==> config.mk <==
export PLATFORM = sky130hd
export DESIGN_NAME = pipe_hazard_ctrl
export DESIGN_NICKNAME = d
export VERILOG_FILES = /design/src/rtl/pipe_pkg.sv /design/src/rtl/hz_sat_cnt.sv /design/src/rtl/pipe_hazard_ctrl.sv
export SDC_FILE = /design/constraint.sdc
export NUM_CORES = 1
export LEC_CHECK = 0
export ABC_CLOCK_PERIOD_IN_PS = 6800
export CORE_ASPECT_RATIO = 2
export CORE_MARGIN = 5
export CORE_UTILIZATION = 30
export DETAILED_ROUTE_END_ITERATION = 6
export DONT_BUFFER_PORTS = 1
export GPL_TIMING_DRIVEN = 0
export SYNTH_ARGS = -nofsm -noshare
export SYNTH_HDL_FRONTEND = slang
export SYNTH_HIERARCHICAL = 1
export SYNTH_SLANG_ARGS = --single-unit
==> constraint.sdc <==
create_clock -name clk -period 6.8 [get_ports clk]
set_input_delay 0.68 -clock clk [delete_from_list [all_inputs] [get_ports clk]]
set_output_delay 0.68 -clock clk [all_outputs]
set_load 0.005 [all_outputs]
==> src/rtl/pipe_pkg.sv <==
// -----------------------------------------------------------------------------
// pipe_pkg
// Shared definitions for the 5-stage pipeline hazard controller:
//   - EX operand forwarding select encodings
//   - per-slot control flags shadowed for the instruction sitting in EX
//   - legal redirect-resolution stages and a check helper
// -----------------------------------------------------------------------------
package pipe_pkg;

    // EX operand source selects
    localparam logic [1:0] FWD_RF    = 2'b00;   // register file read
    localparam logic [1:0] FWD_EXMEM = 2'b01;   // EX/MEM ALU result
    localparam logic [1:0] FWD_MEMWB = 2'b10;   // MEM/WB write-back data

    // Stages in which a taken branch / jump may be resolved
    localparam int BR_STAGE_EX  = 3;
    localparam int BR_STAGE_MEM = 4;

    function automatic bit br_stage_legal(input int stage);
        return (stage == BR_STAGE_EX) || (stage == BR_STAGE_MEM);
    endfunction

    // Control flags carried by the EX slot. A bubble or a squashed
    // instruction is represented by all-zero flags.
    typedef struct packed {
        logic wr;   // writes a register
        logic ld;   // is a load (result only available after MEM)
    } slot_t;

endpackage

==> src/rtl/hz_sat_cnt.sv <==
// -----------------------------------------------------------------------------
// hz_sat_cnt
// Saturating up-counter used for the stall and flush statistics.
// Ports:
//   clk    in   clock
//   rst_n  in   synchronous active-low reset, clears the count
//   inc    in   add one on the next rising edge (held at all-ones once full)
//   cnt    out  CNT_W-bit count
// -----------------------------------------------------------------------------
module hz_sat_cnt #(
    parameter int CNT_W = 32
) (
    input  logic             clk,
    input  logic             rst_n,
    input  logic             inc,
    output logic [CNT_W-1:0] cnt
);

    localparam logic [CNT_W-1:0] CNT_MAX = {CNT_W{1'b1}};

    always_ff @(posedge clk) begin
        if (!rst_n) begin
            cnt <= '0;
        end else if (inc && (cnt != CNT_MAX)) begin
            cnt <= cnt + 1'b1;
        end
    end

endmodule

==> src/rtl/pipe_hazard_ctrl.sv <==
// -----------------------------------------------------------------------------
// pipe_hazard_ctrl
// Hazard, forwarding and redirect controller for a 5-stage pipeline
// (IF, ID, EX, MEM, WB). Shadows destination/load info of the in-flight
// instructions and drives pipeline register enables, bubbles, flushes and
// forwarding selects. Never touches datapath values.
//
// Build option: define HZ_FWD_EN to enable EX forwarding and the ID
// write-back bypass; only load-use then stalls. Without it every RAW
// dependency on EX/MEM/WB stalls and all selects are tied to the register file.
//
// Parameters: REG_AW (register address width), BR_STAGE (3 = EX, 4 = MEM),
//             CNT_W (statistic counter width)
// Ports:
//   clk, rst_n                       clock, synchronous active-low reset
//   id_valid                         ID holds a real instruction
//   id_rs, id_rt, id_use_rs/rt       ID source registers and whether read
//   id_dst, id_regwr, id_load        ID destination, writes-register, is-load
//   redirect                         taken branch / jump resolved in BR_STAGE
//   pc_we, ifid_we                   PC and IF/ID write enables
//   bubble_idex                      load NOP into ID/EX
//   flush_ifid/idex/exmem            squash the named pipeline register
//   pc_sel_redirect                  PC takes the redirect target
//   fwd_a, fwd_b                     EX operand selects
//   id_byp_a, id_byp_b               ID operand takes WB write data
//   stall_cnt, flush_cnt             saturating event counters
// All control outputs are combinational; every output reads 0 during reset.
// -----------------------------------------------------------------------------
module pipe_hazard_ctrl
    import pipe_pkg::*;
#(
    parameter int REG_AW   = 5,
    parameter int BR_STAGE = 3,
    parameter int CNT_W    = 32
) (
    input  logic              clk,
    input  logic              rst_n,
    input  logic              id_valid,
    input  logic [REG_AW-1:0] id_rs,
    input  logic [REG_AW-1:0] id_rt,
    input  logic              id_use_rs,
    input  logic              id_use_rt,
    input  logic [REG_AW-1:0] id_dst,
    input  logic              id_regwr,
    input  logic              id_load,
    input  logic              redirect,
    output logic              pc_we,
    output logic              ifid_we,
    output logic              bubble_idex,
    output logic              flush_ifid,
    output logic              flush_idex,
    output logic              flush_exmem,
    output logic              pc_sel_redirect,
    output logic [1:0]        fwd_a,
    output logic [1:0]        fwd_b,
    output logic              id_byp_a,
    output logic              id_byp_b,
    output logic [CNT_W-1:0]  stall_cnt,
    output logic [CNT_W-1:0]  flush_cnt
);

    generate
        if (!br_stage_legal(BR_STAGE)) begin : g_bad_br_stage
            $error("pipe_hazard_ctrl: BR_STAGE must be 3 (EX) or 4 (MEM)");
        end
    endgenerate

    // When resolving in MEM the instruction behind the branch is already in
    // EX and must be squashed on its way into EX/MEM.
    localparam logic SQUASH_EXMEM = (BR_STAGE == BR_STAGE_MEM);

    // Shadow slots, one per pipeline register
    slot_t             ex_slot;
    logic [REG_AW-1:0] ex_dst;
    logic              mem_wr;
    logic [REG_AW-1:0] mem_dst;
    logic              wb_wr;
    logic [REG_AW-1:0] wb_dst;

    logic              rs_rd;
    logic              rt_rd;
    logic              hazard;
    logic              stall;
    logic [1:0]        fwd_a_c;
    logic [1:0]        fwd_b_c;
    logic              byp_a_c;
    logic              byp_b_c;
    logic [CNT_W-1:0]  stall_cnt_q;
    logic [CNT_W-1:0]  flush_cnt_q;

    // Register 0 is hard-wired, so it can never carry a dependency.
    function automatic logic src_hit(input logic [REG_AW-1:0] src,
                                     input logic              used,
                                     input logic [REG_AW-1:0] dst,
                                     input logic              wr);
        return used && wr && (src != '0) && (src == dst);
    endfunction

    assign rs_rd = id_valid && id_use_rs;
    assign rt_rd = id_valid && id_use_rt;

`ifdef HZ_FWD_EN
    logic [REG_AW-1:0] ex_rs;
    logic [REG_AW-1:0] ex_rt;
    logic              ex_use_rs;
    logic              ex_use_rt;

    // Everything except a load result can be forwarded in time.
    assign hazard = src_hit(id_rs, rs_rd, ex_dst, ex_slot.wr && ex_slot.ld) ||
                    src_hit(id_rt, rt_rd, ex_dst, ex_slot.wr && ex_slot.ld);

    // MEM is checked first: it holds the younger producer.
    always_comb begin
        fwd_a_c = FWD_RF;
        fwd_b_c = FWD_RF;
        if (src_hit(ex_rs, ex_use_rs, mem_dst, mem_wr)) begin
            fwd_a_c = FWD_EXMEM;
        end else if (src_hit(ex_rs, ex_use_rs, wb_dst, wb_wr)) begin
            fwd_a_c = FWD_MEMWB;
        end
        if (src_hit(ex_rt, ex_use_rt, mem_dst, mem_wr)) begin
            fwd_b_c = FWD_EXMEM;
        end else if (src_hit(ex_rt, ex_use_rt, wb_dst, wb_wr)) begin
            fwd_b_c = FWD_MEMWB;
        end
    end

    // Register file writes in WB and reads in ID in the same cycle.
    assign byp_a_c = src_hit(id_rs, 1'b1, wb_dst, wb_wr);
    assign byp_b_c = src_hit(id_rt, 1'b1, wb_dst, wb_wr);

    always_ff @(posedge clk) begin
        if (!rst_n || redirect || stall) begin
            ex_rs     <= '0;
            ex_rt     <= '0;
            ex_use_rs <= 1'b0;
            ex_use_rt <= 1'b0;
        end else begin
            ex_rs     <= id_rs;
            ex_rt     <= id_rt;
            ex_use_rs <= rs_rd;
            ex_use_rt <= rt_rd;
        end
    end
`else
    // No forwarding: wait until the producer has left WB.
    assign hazard = src_hit(id_rs, rs_rd, ex_dst,  ex_slot.wr) ||
                    src_hit(id_rs, rs_rd, mem_dst, mem_wr)     ||
                    src_hit(id_rs, rs_rd, wb_dst,  wb_wr)      ||
                    src_hit(id_rt, rt_rd, ex_dst,  ex_slot.wr) ||
                    src_hit(id_rt, rt_rd, mem_dst, mem_wr)     ||
                    src_hit(id_rt, rt_rd, wb_dst,  wb_wr);

    assign fwd_a_c = FWD_RF;
    assign fwd_b_c = FWD_RF;
    assign byp_a_c = 1'b0;
    assign byp_b_c = 1'b0;
`endif

    // A redirect squashes the ID instruction, so its stall is moot.
    assign stall = hazard && !redirect;

    always_comb begin
        pc_we           = 1'b0;
        ifid_we         = 1'b0;
        bubble_idex     = 1'b0;
        flush_ifid      = 1'b0;
        flush_idex      = 1'b0;
        flush_exmem     = 1'b0;
        pc_sel_redirect = 1'b0;
        fwd_a           = FWD_RF;
        fwd_b           = FWD_RF;
        id_byp_a        = 1'b0;
        id_byp_b        = 1'b0;
        if (rst_n) begin
            pc_we    = 1'b1;
            ifid_we  = 1'b1;
            fwd_a    = fwd_a_c;
            fwd_b    = fwd_b_c;
            id_byp_a = byp_a_c;
            id_byp_b = byp_b_c;
            if (redirect) begin
                pc_sel_redirect = 1'b1;
                flush_ifid      = 1'b1;
                flush_idex      = 1'b1;
                flush_exmem     = SQUASH_EXMEM;
            end else if (stall) begin
                pc_we       = 1'b0;
                ifid_we     = 1'b0;
                bubble_idex = 1'b1;
            end
        end
    end

    // Slot pipeline: mem and wb keep advancing during a stall, only the
    // entry into EX becomes a bubble.
    always_ff @(posedge clk) begin
        if (!rst_n) begin
            ex_slot <= '0;
            ex_dst  <= '0;
            mem_wr  <= 1'b0;
            mem_dst <= '0;
            wb_wr   <= 1'b0;
            wb_dst  <= '0;
        end else begin
            if (redirect || stall) begin
                ex_slot <= '0;
                ex_dst  <= '0;
            end else begin
                ex_slot.wr <= id_valid && id_regwr;
                ex_slot.ld <= id_valid && id_load;
                ex_dst     <= id_dst;
            end
            mem_wr  <= ex_slot.wr && !(redirect && SQUASH_EXMEM);
            mem_dst <= ex_dst;
            wb_wr   <= mem_wr;
            wb_dst  <= mem_dst;
        end
    end

    hz_sat_cnt #(.CNT_W(CNT_W)) u_stall_cnt (
        .clk   (clk),
        .rst_n (rst_n),
        .inc   (stall),
        .cnt   (stall_cnt_q)
    );

    hz_sat_cnt #(.CNT_W(CNT_W)) u_flush_cnt (
        .clk   (clk),
        .rst_n (rst_n),
        .inc   (redirect),
        .cnt   (flush_cnt_q)
    );

    assign stall_cnt = rst_n ? stall_cnt_q : '0;
    assign flush_cnt = rst_n ? flush_cnt_q : '0;

endmodule

==> metrics.cfg <==
[status]
status=finished, final reports clean

[placement]
globalplace.congestion=0.866
portBuffers=0
dpl_worst_slack_ps=3070
hpwl_um=11700

[floorplan]
coreArea_um2=15900
die_w_um=99.9
dieHeight_um=190
die_area_um2=19000
start_util_pct=30.6
rows=65
ios=100

[routing]
routed_wl_um=15100
vias=4452
via_per_inst=5.54
drt-initial-drc-count=129
ant_nets=0
drc=0
wl_per_cell_um=18.8
firstDrtPassIters=6

[power_and_ir_drop]
p_per_area_nw_per_um2=188
ir_worst_vdd_uv=104
power.leakage_nw=1.80

[setup_path]
worstPathBufferInverterCount=0
crit_path_top_delay_cell=or4_4
crit_start=mem_dst[1]
cp-start-kind=flop
crit_chain=xor2_1 > nor4_1 > nand3_1 > a311o_1 > nand2_1 > nand4_1 > or4_4 > or3_1 > or4_1 > a21oi_1
arrival_ps=3690
critPathMaxFanout=5
critical_path_class=flop to flop
r2r_start=mem_dst[1]
cp.required_ps=7080
max_stage_delay_ps=570
cpLargestDelayFamily=simple AND/OR/NAND/NOR gates
end_kind=flop

[synthesis]
netlist_instances=581
synth-seq-area-share_pct=33.8
ys_warn_count=6
synth.avg_cell_area_um2=8.35
synth-main-ff-cell=dfxtp_1
async_flop_share_pct=0
netlist_area_um2=4850
synthDistinctLibCells=44
synth-seq-cells=82
synth_edf_count=0

[clock_network]
cts_root_buffer=clkbuf_16
cts_buffer_depth=2
cts_resized=0
cts_tree=yes
clkSlewWorstSetupHoldPaths_ps=70
cts_setup_buffers=0
cts_made_buffers=9
cts_hold_buffers=0
cts_max_level=3
clock_latency_ps=350
clock-sinks=82

[worst_hold_path]
hp-class=input pin to flop
min_from=id_dst[0]

[timing]
fin_tns_setup_ps=0
layout_min_cycle_time_ps=3400
setup_viol=0
finalMaxSlewViolations=0
post-route-period-util_pct=50.1
rsz0062_at_grt=false
worstMarginPinSlew_ps=769
finClkSkew_ps=10.2
hold_violations=0
relSlewSlack_pct=48.3
setup_ws_ps=3400
fmax_ghz=0.294

[layout]
fin_nets=623
syn_to_final_growth_pct=11.7
drive_gt1_share_pct=7.63
final_cell_mix=dfxtp_1 (82), and2_1 (81), nand2_1 (38), nand3_1 (31), a21oi_1 (30)
diodes=0
mostFrequentLayoutCell=dfxtp_1

[flow_run]
max-cap-violations=0

[grt]
grt_pass1_vias=4518
grt_usage_pct=16.1
grt_first_pass_wirelength_um=23800
grt_max_degree=14
gr-total-overflow=0
antenna_found_initial=0

layout make-up:
type	count	area, µm²
inverters	6	22.5
clock inverters	4	25.0
flip-flops and latches	82	1640
fillers	1722	10400
clock buffers	12	267
well taps	201	251
plain buffers	43	209
multi-input cells	456	3000
per-stage QoR:
step | area (µm²) | instances | total power [mW] | utilization, % | hold slack (ps)
2_1_floorplan | 4880 | 587 | 0.535 | - | 447
3_3_place_gp | 5130 | 788 | 0.549 | 32.3 | 462
3_5_place_dp | 5130 | 788 | 0.549 | 32.3 | 474
4_1_cts | 5420 | 804 | 1.04 | 34.2 | 440
5_1_grt | 5420 | 804 | 1.06 | 34.2 | 443
6_report | 5420 | 804 | 1.02 | 34.2 | 454
cell families after synthesis:
kind of cell	after synthesis	synth area share, %
AOI/OAI and AO/OA	95	14.0
xor gates and xnor gates	40	7.22
adders and majority gates	2	0.516
buffers and inverters	49	4.77
DFF	82	33.8
muxes	14	2.89
other	1	0.0773
and+or+nand+nor	298	36.7
flip-flops by register name, summed over array words and instances, names as in the netlist:
signal           flops
u_flush_cnt/cnt     32
u_stall_cnt/cnt     32
ex_dst               5
mem_dst              5
wb_dst               5
ex_slot              1
mem_wr               1
wb_wr                1
routing by layer:
layer	up-vias	global-route usage (%)	wire length [µm]
met5	-	0	0
met4	0	8.10	565
met3	37	2.97	602
met2	120	32.1	8790
met1	2138	14.9	5180
li1	2157	-	-
cells in the mapped netlist (6+ instances only):
cell type	count	area share (%)
xnor2_1	14	2.5
dfxtp_1	82	34
nor4_1	17	2.2
clkbuf_1	29	2.2
nor3_1	12	1.2
o21ai_0	6	0.62
and2_1	81	10
nor2_1	18	1.4
o41ai_1	6	1.1
nand4_1	18	2.3
buf_4	12	1.9
or4_1	24	3.7
xor2_1	26	4.7
a21oi_1	30	3.1
or3_1	10	1.3
nand2_1	38	2.9
nand2b_1	18	2.3
mux2i_1	14	2.9
o211ai_1	6	0.93
and3_1	7	0.90
and4_1	12	2.2
o31ai_1	22	3.4
nand3_1	31	3.2
inv_1	6	0.46
final timing paths:
check                        endpoint  slack (ps)  depth (start not counted)
setup / recovery  u_stall_cnt/cnt[31]        3400                         10
hold / removal              ex_dst[0]         450                          2
setup reg to reg  u_stall_cnt/cnt[31]        3400                         10
hold reg to reg   u_stall_cnt/cnt[27]         480                          2
report_power, final:
| group | internal (mW) | switching (mW) |
|---|---|---|
| logic | 0.0187 | 0.0300 |
| registers | 0.484 | 0.00427 |
| clock network | 0.276 | 0.205 |
(Power assumes the default switching activity.)
